## config.mk

```make
export PLATFORM = sky130hd
export DESIGN_NAME = busmatrix_dphase_mux
export DESIGN_NICKNAME = d
export VERILOG_FILES = /design/src/rtl/busmatrix_dphase_mux.sv
export SDC_FILE = /design/constraint.sdc
export NUM_CORES = 1
export LEC_CHECK = 0
export ABC_AREA = 0
export BUFFER_PORTS_ARGS = -buffer_cell sky130_fd_sc_hd__buf_2
export CORE_AREA = 3 3 70 72
export CTS_BUF_LIST = sky130_fd_sc_hd__clkbuf_4 sky130_fd_sc_hd__clkbuf_8
export DETAILED_ROUTE_END_ITERATION = 7
export DIE_AREA = 0 0 73 75
export GPL_TIMING_DRIVEN = 0
export HOLD_SLACK_MARGIN = 0.1
export PLACE_DENSITY = 0.79
export SLEW_MARGIN = 20
export SYNTH_ARGS = -nofsm -noshare
export SYNTH_HDL_FRONTEND = slang
export SYNTH_SLANG_ARGS = --single-unit
```

## constraint.sdc

```tcl
create_clock -name hclk -period 2.7 [get_ports hclk]
set_clock_uncertainty 0.15 [all_clocks]
set_input_delay 0.135 -clock hclk [delete_from_list [all_inputs] [get_ports hclk]]
set_output_delay 0.135 -clock hclk [all_outputs]
set_load 0.02 [all_outputs]
```

## src/rtl/busmatrix_dphase_mux.sv

```systemverilog
// AHB data-phase mux: captures a one-hot address-phase select on hready and steers that port's data to out_data.
// Latency: the select is held from N+1; out_data is valid in N+1, or N+2 with REG_OUT. Wait states hold the select, and multi-hot selects are flagged and counted.
module busmatrix_dphase_mux #(
  parameter int NUM_PORTS     = 4,
  parameter int DATA_WIDTH    = 32,
  parameter int REG_OUT       = 0,
  parameter int ERR_CNT_WIDTH = 8
) (
  input  logic                            hclk,
  input  logic                            hresetn,
  input  logic [NUM_PORTS*DATA_WIDTH-1:0] in_data,
  input  logic [NUM_PORTS-1:0]            addr_sel,
  input  logic                            hready,
  input  logic                            clr_err,
  output logic [DATA_WIDTH-1:0]           out_data,
  output logic [NUM_PORTS-1:0]            dphase_sel,
  output logic                            dphase_active,
  output logic                            sel_err,
  output logic [ERR_CNT_WIDTH-1:0]        err_cnt
);

  localparam logic [ERR_CNT_WIDTH-1:0] ERR_MAX = {ERR_CNT_WIDTH{1'b1}};

  logic                  multi_hot;
  logic [DATA_WIDTH-1:0] mux_val;

  // Clearing the lowest set bit leaves something only when two or more bits are set.
  assign multi_hot = |(addr_sel & (addr_sel - NUM_PORTS'(1)));

  always_ff @(posedge hclk or negedge hresetn) begin
    if (!hresetn) begin
      dphase_sel <= '0;
      sel_err    <= 1'b0;
    end else if (hready) begin
      dphase_sel <= multi_hot ? '0 : addr_sel;
      sel_err    <= multi_hot;
    end else begin
      sel_err    <= 1'b0;
    end
  end

  always_ff @(posedge hclk or negedge hresetn) begin
    if (!hresetn) begin
      err_cnt <= '0;
    end else if (clr_err) begin
      err_cnt <= '0;
    end else if (hready && multi_hot && (err_cnt != ERR_MAX)) begin
      err_cnt <= err_cnt + ERR_CNT_WIDTH'(1);
    end
  end

  assign dphase_active = |dphase_sel;

  // AND-OR mux is safe because dphase_sel can never be multi-hot.
  always_comb begin
    mux_val = '0;
    for (int k = 0; k < NUM_PORTS; k++) begin
      mux_val = mux_val | ({DATA_WIDTH{dphase_sel[k]}} & in_data[k*DATA_WIDTH +: DATA_WIDTH]);
    end
  end

  generate
    if (REG_OUT != 0) begin : g_reg_out
      logic [DATA_WIDTH-1:0] out_q;
      always_ff @(posedge hclk or negedge hresetn) begin
        if (!hresetn) out_q <= '0;
        else          out_q <= mux_val;
      end
      assign out_data = out_q;
    end else begin : g_comb_out
      assign out_data = mux_val;
    end
  endgenerate

endmodule
```

==> flow_summary.json, run 1 <==
{
  "yosys.area_share.xor_xnor_pct": 0,
  "end_kind": "output pin",
  "cts_tree": "built",
  "drive_gt1_share_pct": 52.2,
  "area_growth_syn_to_layout_pct": 75.2,
  "diodes": 0,
  "dr.pass1.iters": 5,
  "period_needed_ps": 2080,
  "design_area_um2": 2450,
  "core.rowCount": 24,
  "drt_iter0_markers": 110,
  "clk_latency_ps": 240,
  "hold_violations": 0,
  "synthesis.nets": 322,
  "worst_ep_arrival_time_ps": 1800,
  "htree_levels": 1,
  "antenna_found_initial": 0,
  "die_w_um": 73,
  "place_area_um2": 2360,
  "syn_inst": 185,
  "synth_top_family_by_area": "compound AO/OA/AOI/OAI gates",
  "synth_area_per_cell_um2": 7.55,
  "outcome": "complete, no violations",
  "cp_data_required_time_ps": 2410,
  "startpoint": "dphase_sel[2]",
  "layout_common_cells": "buf_2 (179), a22oi_1 (64), nand2_1 (39)",
  "numPortBuffers": 179,
  "drc": 0,
  "via_per_inst": 5.29,
  "synth_cell_type_count": 32,
  "synthMuxAreaShare_pct": 4.48,
  "synthSimpleGateAreaFrac_pct": 20.8,
  "leakage_nw": 1.41,
  "min_path_type": "input port to flip-flop",
  "path_max_fanout": 10,
  "setup_viol": 0,
  "fin_crit_sh_pct": 77.1,
  "clk_pin_slew_ps": 60,
  "worstSetupStartpointType": "flip-flop",
  "vdd_drop_max_v": 0.000238,
  "vias": 2241,
  "grt_overflow": 0,
  "tns_ps": 0,
  "die_h_um": 75,
  "grt_max_degree": 14,
  "r2r-start": "err_cnt[0]",
  "final_common_cell": "buf_2",
  "dieArea_um2": 5480,
  "io_pins": 182,
  "worstSetupPathType": "flip-flop to output pin",
  "power_density_nw_per_um2": 291,
  "cts-root-buf": "clkbuf_8",
  "wl_per_cell_um": 15.2,
  "cts_resized": 0,
  "synth-seq-cells": 13,
  "tightest_slew_ps": 511,
  "finalMaxSlewViolations": 0,
  "synth-compound-area-share_pct": 43.7,
  "maxSlewHeadroom_pct": 65.9,
  "dp_hpwl_um": 5340,
  "yosys_warnings": 0,
  "timing.fmax_ghz": 0.480,
  "netlist_area_um2": 1400,
  "drv_cap": 0,
  "globalplace.congestion": 0.817,
  "cts.path.max_buffers": 2,
  "hold_path_startpoint": "addr_sel[0]",
  "grtUsageTotal_pct": 20.5,
  "cts.sinks": 13,
  "numCtsBuffers": 3,
  "coreArea_um2": 4350,
  "yosysSeqAreaShare_pct": 23.3,
  "synthAdderAreaFrac_pct": 1.70,
  "rsz0062_at_grt": "no",
  "floorplan.initialDensity_pct": 32.1,
  "first_global_vias": 1927,
  "grt_pass1_wl_um": 8910,
  "totalWireLength_um": 6460,
  "final_nets": 510,
  "postRouteAntennaNets": 0
}
-- repair_timing --
action                                 in CTS  in global routing
hold buffers                                4                  0
endpoints found under the hold margin      15                  0
buffers inserted                            0                  0
-- metrics by stage --
| step | worst slack (ps) | power [W] | util, % | instances | hold slack (ps) |
|---|---|---|---|---|---|
| 6_report | 618 | 0.000711 | 56.2 | 424 | 161 |
| 5_1_grt | 521 | 0.000754 | 56.2 | 424 | 173 |
| 4_1_cts | 657 | 0.000714 | 56.2 | 424 | 154 |
| 3_5_place_dp | 921 | 0.000526 | 54.1 | 416 | -108 |
| 3_3_place_gp | 954 | 0.000522 | 54.1 | 416 | -118 |
| 2_1_floorplan | 1010 | 0.000358 | - | 185 | -311 |
-- state kept, by name, indices dropped and copies added (netlist names) --
register	flops
err_cnt	8
dphase_sel	4
sel_err	1
-- worst max-delay path: stages, from the launching register on --
cell and delay (ps):
dfrtp_1 370, clkbuf_1 300, clkbuf_1 450, a22oi_1 170, nand2_1 100, buf_2 160
-- Yosys cell counts (all sizes together) --
library cell	instances	area, um^2
nor2b	3	18.8
o31a	1	10.0
mux2	4	52.6
nor2	4	15.0
nor3	5	25.0
mux2i	1	10.0
o21ai	3	26.3
a311oi	1	8.76
nand3	5	25.0
ha	1	12.5
nand2	39	146
nor4	1	12.5
and4b	1	10.0
nor4b	2	17.5
a211oi	3	22.5
a22oi	64	480
or4	1	7.51
o41ai	1	8.76
dfrtp	13	325
a31oi	1	6.26
inv	4	15.0
clkbuf	18	68.8
o21a	1	7.51
a41oi	1	16.3
and3	2	12.5
a21oi	3	15.0
maj3	1	11.3
o311ai	1	8.76
-- final cells by class --
cell class	count	area, um^2
Inverter	4	15.0
Multi-Input combinational cell	150	987
Buffer	18	68.8
Fill cell	422	1910
Sequential cell	13	325
Tap cell	52	65.1
Clock buffer	4	48.8
Timing Repair Buffer	183	936
-- logic make-up (layout without fill, tap and decap cells) --
logic type	Yosys count	in the layout
simple gates	63	63
fa+ha+maj	2	2
buf+inv	22	209
compound gates	80	80
mux	5	5
flops	13	13
-- path summary, 6_finish.rpt --
path / to / slack (ps) / depth (start not counted)
worst max-delay path: out_data[13] / 620 / 5
worst min-delay path: sel_err / 160 / 3
worst max register to register: err_cnt[5] / 1020 / 5
worst min register to register: err_cnt[4] / 410 / 1
max in group asynchronous: err_cnt[3] / 2000 / 2
min in group asynchronous: err_cnt[5] / 170 / 2
-- report_power, final --
part           switching (W)  total [W]  internal (W)
clock network      0.0000699   0.000184      0.000114
registers         0.00000399   0.000205      0.000201
logic               0.000177   0.000322      0.000145
total               0.000251   0.000711      0.000460
-- layer usage --
metal  track usage (%)  share of wire, %  wire, um
met1              26.7                39      2490
met2              35.3                50      3210
met3              4.67                11       719
met4              3.28              0.57        37
met5                 0                 0         0
Power figures use the tool's default switching activity.
==> inputs of run 2 (changes only) <==
ABC_AREA = 1   (was 0)
CORE_AREA = not set   (was 3 3 70 72)
CORE_MARGIN = 3   (was not set)
CORE_UTILIZATION = 35   (was not set)
DIE_AREA = not set   (was 0 0 73 75)
PLACE_DENSITY = 0.82   (was 0.79)
clock period = 2.2 ns   (was 2.7 ns; I/O delays follow)
==> flow_summary.json, run 2 <==
{
  "fill_cells": 388,
  "coreArea_um2": 4140,
  "first_global_vias": 2387,
  "synth.area.top_cells": "nand2_1 (37%), dfrtp_1 (21%), nand4_1 (14%)",
  "cts.path.max_buffers": 2,
  "cp_data_required_time_ps": 1940,
  "grt_overflow": 0,
  "r2r-start": "err_cnt[0]",
  "totalWireLength_um": 7790,
  "clock_power_share_pct": 24.8,
  "drv_cap": 0,
  "wl_per_cell_um": 14.9,
  "period_needed_ps": 1900,
  "synth-seq-cells": 13,
  "layout_common_cells": "buf_2 (187), nand2_1 (152), nand4_1 (35)",
  "area_growth_syn_to_layout_pct": 69.9,
  "synth_edf_count": 0,
  "yosysSeqAreaShare_pct": 20.8,
  "end_kind": "output pin",
  "power_density_nw_per_um2": 347,
  "startpoint": "dphase_sel[0]",
  "dieArea_um2": 5300,
  "worst_ep_arrival_time_ps": 1640,
  "synth_flop_cell": "dfrtp_1",
  "place_area_um2": 2530,
  "timing.fmax_ghz": 0.525,
  "outcome": "complete, no violations",
  "cts_tree": "built",
  "tightest_slew_ps": 565,
  "r2r_setup_slack_ps": 620,
  "drc": 0,
  "dp_hpwl_um": 6230,
  "synth_cell_type_count": 21,
  "floorplan.initialDensity_pct": 37.7,
  "intPower_w": 0.000570,
  "netlist_area_um2": 1560,
  "drive_gt1_share_pct": 43.2,
  "synth_common_cells": "nand2_1 (152), nand4_1 (35), nand3_1 (19)",
  "numPortBuffers": 180,
  "synth_most_common_cell": "nand2_1",
  "die_h_um": 72.8,
  "final_nets": 612,
  "grt_pass1_wl_um": 11600,
  "reg2regPathDepth": 8,
  "final_common_cell": "buf_2",
  "via_per_inst": 4.86,
  "io_pins": 182,
  "syn_inst": 282,
  "worstSetupPathType": "flip-flop to output pin",
  "clk_latency_ps": 250,
  "switching_power_w": 0.000350,
  "p_seq_share_pct": 27.4,
  "die_w_um": 72.8,
  "worstSetupStartpointType": "flip-flop",
  "grtUsageTotal_pct": 27.7,
  "design_area_um2": 2660,
  "diodes": 0,
  "hold_violations": 0,
  "dr.pass1.iters": 4,
  "fin_crit_sh_pct": 86.6,
  "numCtsBuffers": 3,
  "finalMaxSlewViolations": 0,
  "cts_resized": 0,
  "tns_ps": 0,
  "htree_levels": 1,
  "globalplace.congestion": 0.949,
  "whs_ps": 134,
  "top_register": "err_cnt",
  "core.rowCount": 23,
  "cts.sinks": 13,
  "vias": 2549,
  "yosys.area.top_type": "nand2_1",
  "synthesis.nets": 419,
  "grt_max_degree": 14,
  "synth_top_area_share_pct": 36.5,
  "cts-root-buf": "clkbuf_8",
  "setup_viol": 0,
  "largest_reg_flops": 8,
  "drt_iter0_markers": 130,
  "vdd_drop_max_v": 0.000442,
  "yosys_warnings": 0,
  "top_regs": "err_cnt x8, dphase_sel x4, sel_err x1",
  "async_flop_share_pct": 100,
  "min_path_type": "input port to asynchronous set/reset pin",
  "leakage_nw": 1.53,
  "antenna_found_initial": 0,
  "clk_pin_slew_ps": 60,
  "maxSlewHeadroom_pct": 62.3,
  "synth_area_per_cell_um2": 5.54,
  "power.share.switching_pct": 38.1,
  "rsz0062_at_grt": "no",
  "path_max_fanout": 10,
  "combPwrFrac_pct": 47.7,
  "postRouteAntennaNets": 0
}
==> run 2: cell types whose count changed after synthesis, sizes merged, moves of 3 or more <==
cell / before / now
nor2: 4 / 12
nand3: 5 / 20
inv: 4 / 16
a211oi: 3 / 0
xor2: 0 / 3
buf: 0 / 7
a22oi: 64 / 0
nor3: 5 / 1
mux2: 4 / 0
clkbuf: 18 / 11
nand4: 0 / 35
nand2: 39 / 157
nor2b: 3 / 0
==> run 2: kinds of logic after synthesis <==
group / Yosys count / synth area share, %
and+or+nand+nor: 225 / 65.0
buffers and inverters: 34 / 9.37
DFF: 13 / 20.8
AOI/OAI and AO/OA: 6 / 2.32
xor gates and xnor gates: 3 / 1.68
adders and majority gates: 1 / 0.801
==> run 2: per-layer routing <==
layer	vias up	GRT usage (%)	routed length [um]
met4	0	4.30	61
met2	132	44.9	3590
met3	7	12.1	1070
met1	1114	34.6	3070
li1	1296	-	-
met5	-	0	0
==> run 2: power by group through the flow <==
stage          Combinational (W)  Sequential, W  Clock [W]
2_1_floorplan           0.000191       0.000266          0
3_3_place_gp            0.000423       0.000256          0
3_5_place_dp            0.000425       0.000256          0
4_1_cts                 0.000439       0.000252   0.000229
5_1_grt                 0.000481       0.000253   0.000247
6_report                0.000439       0.000252   0.000229
==> run 2: worst paths after layout <==
path,endpoint
max in group asynchronous,err_cnt[7]
hold / removal,err_cnt[2]
setup reg to reg,err_cnt[3]
setup / recovery,out_data[13]
min in group hclk,sel_err
hold reg to reg,err_cnt[1]
==> run 2: worst max-delay path: stages, from the launching register on <==
cell	delay, ps
dfrtp_1	330
buf_2	170
clkbuf_1	460
nand2_1	90
nand4_1	140
buf_2	200
==> run 2: repair_timing <==
action / in CTS / in global routing
hold buffers: 8 / 0
hold endpoints to repair: 22 / 0
setup buffers: 0 / 0
==> run 2: layout make-up <==
| cell class | instances | area [um^2] | area share, % |
|---|---|---|---|
| flip-flops and latches | 13 | 325 | 12.3 |
| inverters | 16 | 60.1 | 2.26 |
| clock buffers | 4 | 48.8 | 1.84 |
| repair buffers | 188 | 981 | 36.9 |
| plain buffers | 18 | 86.3 | 3.25 |
| multi-input cells | 235 | 1090 | 41.1 |
| well taps | 50 | 62.6 | 2.36 |
==> run 2: per-stage QoR <==
step	cells	setup WS (ps)	utilization (%)	power (W)
after CTS	524	295	64.1	0.000921
after global placement	512	597	61.0	0.000679
after floorplan	282	666	-	0.000457
final	524	295	64.1	0.000920
after detailed placement	512	570	61.0	0.000681
after global routing	524	138	64.1	0.000981
==> inputs of run 3 (changes only) <==
clock period = 2 ns   (was 2.2 ns; I/O delays follow)
==> flow_summary.json, run 3 (synthesis gave the netlist of run 2 again) <==
{
  "outcome": "complete, no violations",
  "min_path_type": "input port to asynchronous set/reset pin",
  "first_global_vias": 2387,
  "top_register": "err_cnt",
  "reg2regPathDepth": 8,
  "diodes": 0,
  "crit_buf_inv": 3,
  "coreArea_um2": 4140,
  "hold_violations": 0,
  "cp_slowest_cell": "dlygate4sd3_1",
  "worstSetupStartpointType": "input port",
  "via_per_inst": 4.87,
  "clk_latency_ps": 250,
  "cp.depth": 6,
  "cp_cell_sequence": "dlygate4sd3_1, buf_2, nor2_1, nand4_1, o21ai_0, dlygate4sd3_1",
  "setup_viol": 0,
  "cpMostUsedCell": "dlygate4sd3_1",
  "die_h_um": 72.8,
  "drive_gt1_share_pct": 43.9,
  "core.rowCount": 23,
  "layout.cells.non_filler": 524,
  "fill_cells": 389,
  "grt_max_degree": 14,
  "tightest_slew_ps": 486,
  "tns_ps": 0,
  "antenna_found_initial": 0,
  "vias": 2552,
  "p_seq_share_pct": 27.4,
  "numPortBuffers": 180,
  "cp_data_required_time_ps": 2030,
  "clk_pin_slew_ps": 60,
  "power.share.switching_pct": 38.0,
  "cts_setup_buffers": 0,
  "timing.fmax_ghz": 0.538,
  "dp_hpwl_um": 6230,
  "grt_overflow": 0,
  "end_kind": "flip-flop",
  "slowest_delay_ps": 590,
  "final_common_cell": "buf_2",
  "cts-root-buf": "clkbuf_8",
  "period_needed_ps": 1860,
  "final_nets": 612,
  "cts.sinks": 13,
  "worstSetupPathType": "input port to flip-flop",
  "fin_crit_sh_pct": 92.9,
  "dieArea_um2": 5300,
  "drv_cap": 0,
  "power_density_nw_per_um2": 381,
  "maxSlewHeadroom_pct": 67.6,
  "grtUsageTotal_pct": 27.7,
  "intPower_w": 0.000627,
  "cts_tree": "built",
  "leakage_nw": 1.54,
  "io_pins": 182,
  "htree_levels": 1,
  "clock_power_share_pct": 24.8,
  "die_w_um": 72.8,
  "top_regs": "err_cnt x8, dphase_sel x4, sel_err x1",
  "postRouteAntennaNets": 0,
  "cts.path.max_buffers": 2,
  "combPwrFrac_pct": 47.8,
  "wl_per_cell_um": 14.8,
  "path_max_fanout": 4,
  "drt_iter0_markers": 157,
  "area_growth_syn_to_layout_pct": 70.1,
  "largest_reg_flops": 8,
  "switching_power_w": 0.000385,
  "totalWireLength_um": 7760,
  "floorplan.initialDensity_pct": 37.7,
  "drc": 0,
  "dp_cells": 512,
  "vdd_drop_max_v": 0.000486,
  "worst_ep_arrival_time_ps": 1890,
  "finalMaxSlewViolations": 0,
  "numCtsBuffers": 3,
  "rsz0062_at_grt": "no",
  "globalplace.congestion": 0.949,
  "crit_family": "buffers and inverters",
  "layout_common_cells": "buf_2 (187), nand2_1 (152), nand4_1 (35)",
  "dr.pass1.iters": 4,
  "grt_pass1_wl_um": 11600,
  "final_util_pct": 64.2
}
[run 3: worst paths after layout]
check	start	end	slack (ps)
setup / recovery	addr_sel[2]	dphase_sel[0]	140
hold / removal	hresetn	err_cnt[2]	120
max in group asynchronous	hresetn	err_cnt[7]	1340
hold reg to reg	err_cnt[1]	err_cnt[1]	440
setup reg to reg	err_cnt[0]	err_cnt[3]	420
min in group hclk	addr_sel[0]	sel_err	180
[run 3: repair_timing]
item / CTS / global route
setup endpoints to repair: 0 / 3
hold buffers: 8 / 0
gates resized for setup: 0 / 6
hold endpoints to repair: 22 / 0
[run 3: layer usage]
metal | track usage, % | up-vias | wire length (um)
li1 | - | 1298 | -
met2 | 44.9 | 127 | 3550
met1 | 34.6 | 1120 | 3060
met3 | 12.1 | 7 | 1090
met5 | 0 | - | 0
met4 | 4.30 | 0 | 57
[run 3: power groups by stage]
stage | logic (W) | clock network (W) | registers [W]
after global routing | 0.000529 | 0.000272 | 0.000278
after CTS | 0.000483 | 0.000252 | 0.000277
final | 0.000484 | 0.000251 | 0.000277
after detailed placement | 0.000467 | 0 | 0.000282
after floorplan | 0.000210 | 0 | 0.000292
after global placement | 0.000465 | 0 | 0.000282
[run 3: stage by stage]
| stage | total power, W | setup WS, ps | hold WS, ps | cell area [um^2] |
|---|---|---|---|---|
| 6_report | 0.00101 | 142 | 124 | 2660 |
| 2_1_floorplan | 0.000502 | 466 | -346 | 1560 |
| 5_1_grt | 0.00108 | 0.340 | 170 | 2660 |
| 3_5_place_dp | 0.000749 | 380 | -143 | 2530 |
| 3_3_place_gp | 0.000747 | 407 | -147 | 2530 |
| 4_1_cts | 0.00101 | 105 | 128 | 2660 |
[run 3: area by class of cell]
| class | count | area, um^2 | share of cell area [%] |
|---|---|---|---|
| inverter | 16 | 60.1 | 2.26 |
| clock buffer | 4 | 48.8 | 1.84 |
| sequential | 13 | 325 | 12.2 |
| multi-input combinational | 235 | 1090 | 41.0 |
| timing repair buffer | 188 | 981 | 36.9 |
| buffer | 18 | 90.1 | 3.39 |
| tap | 50 | 62.6 | 2.35 |
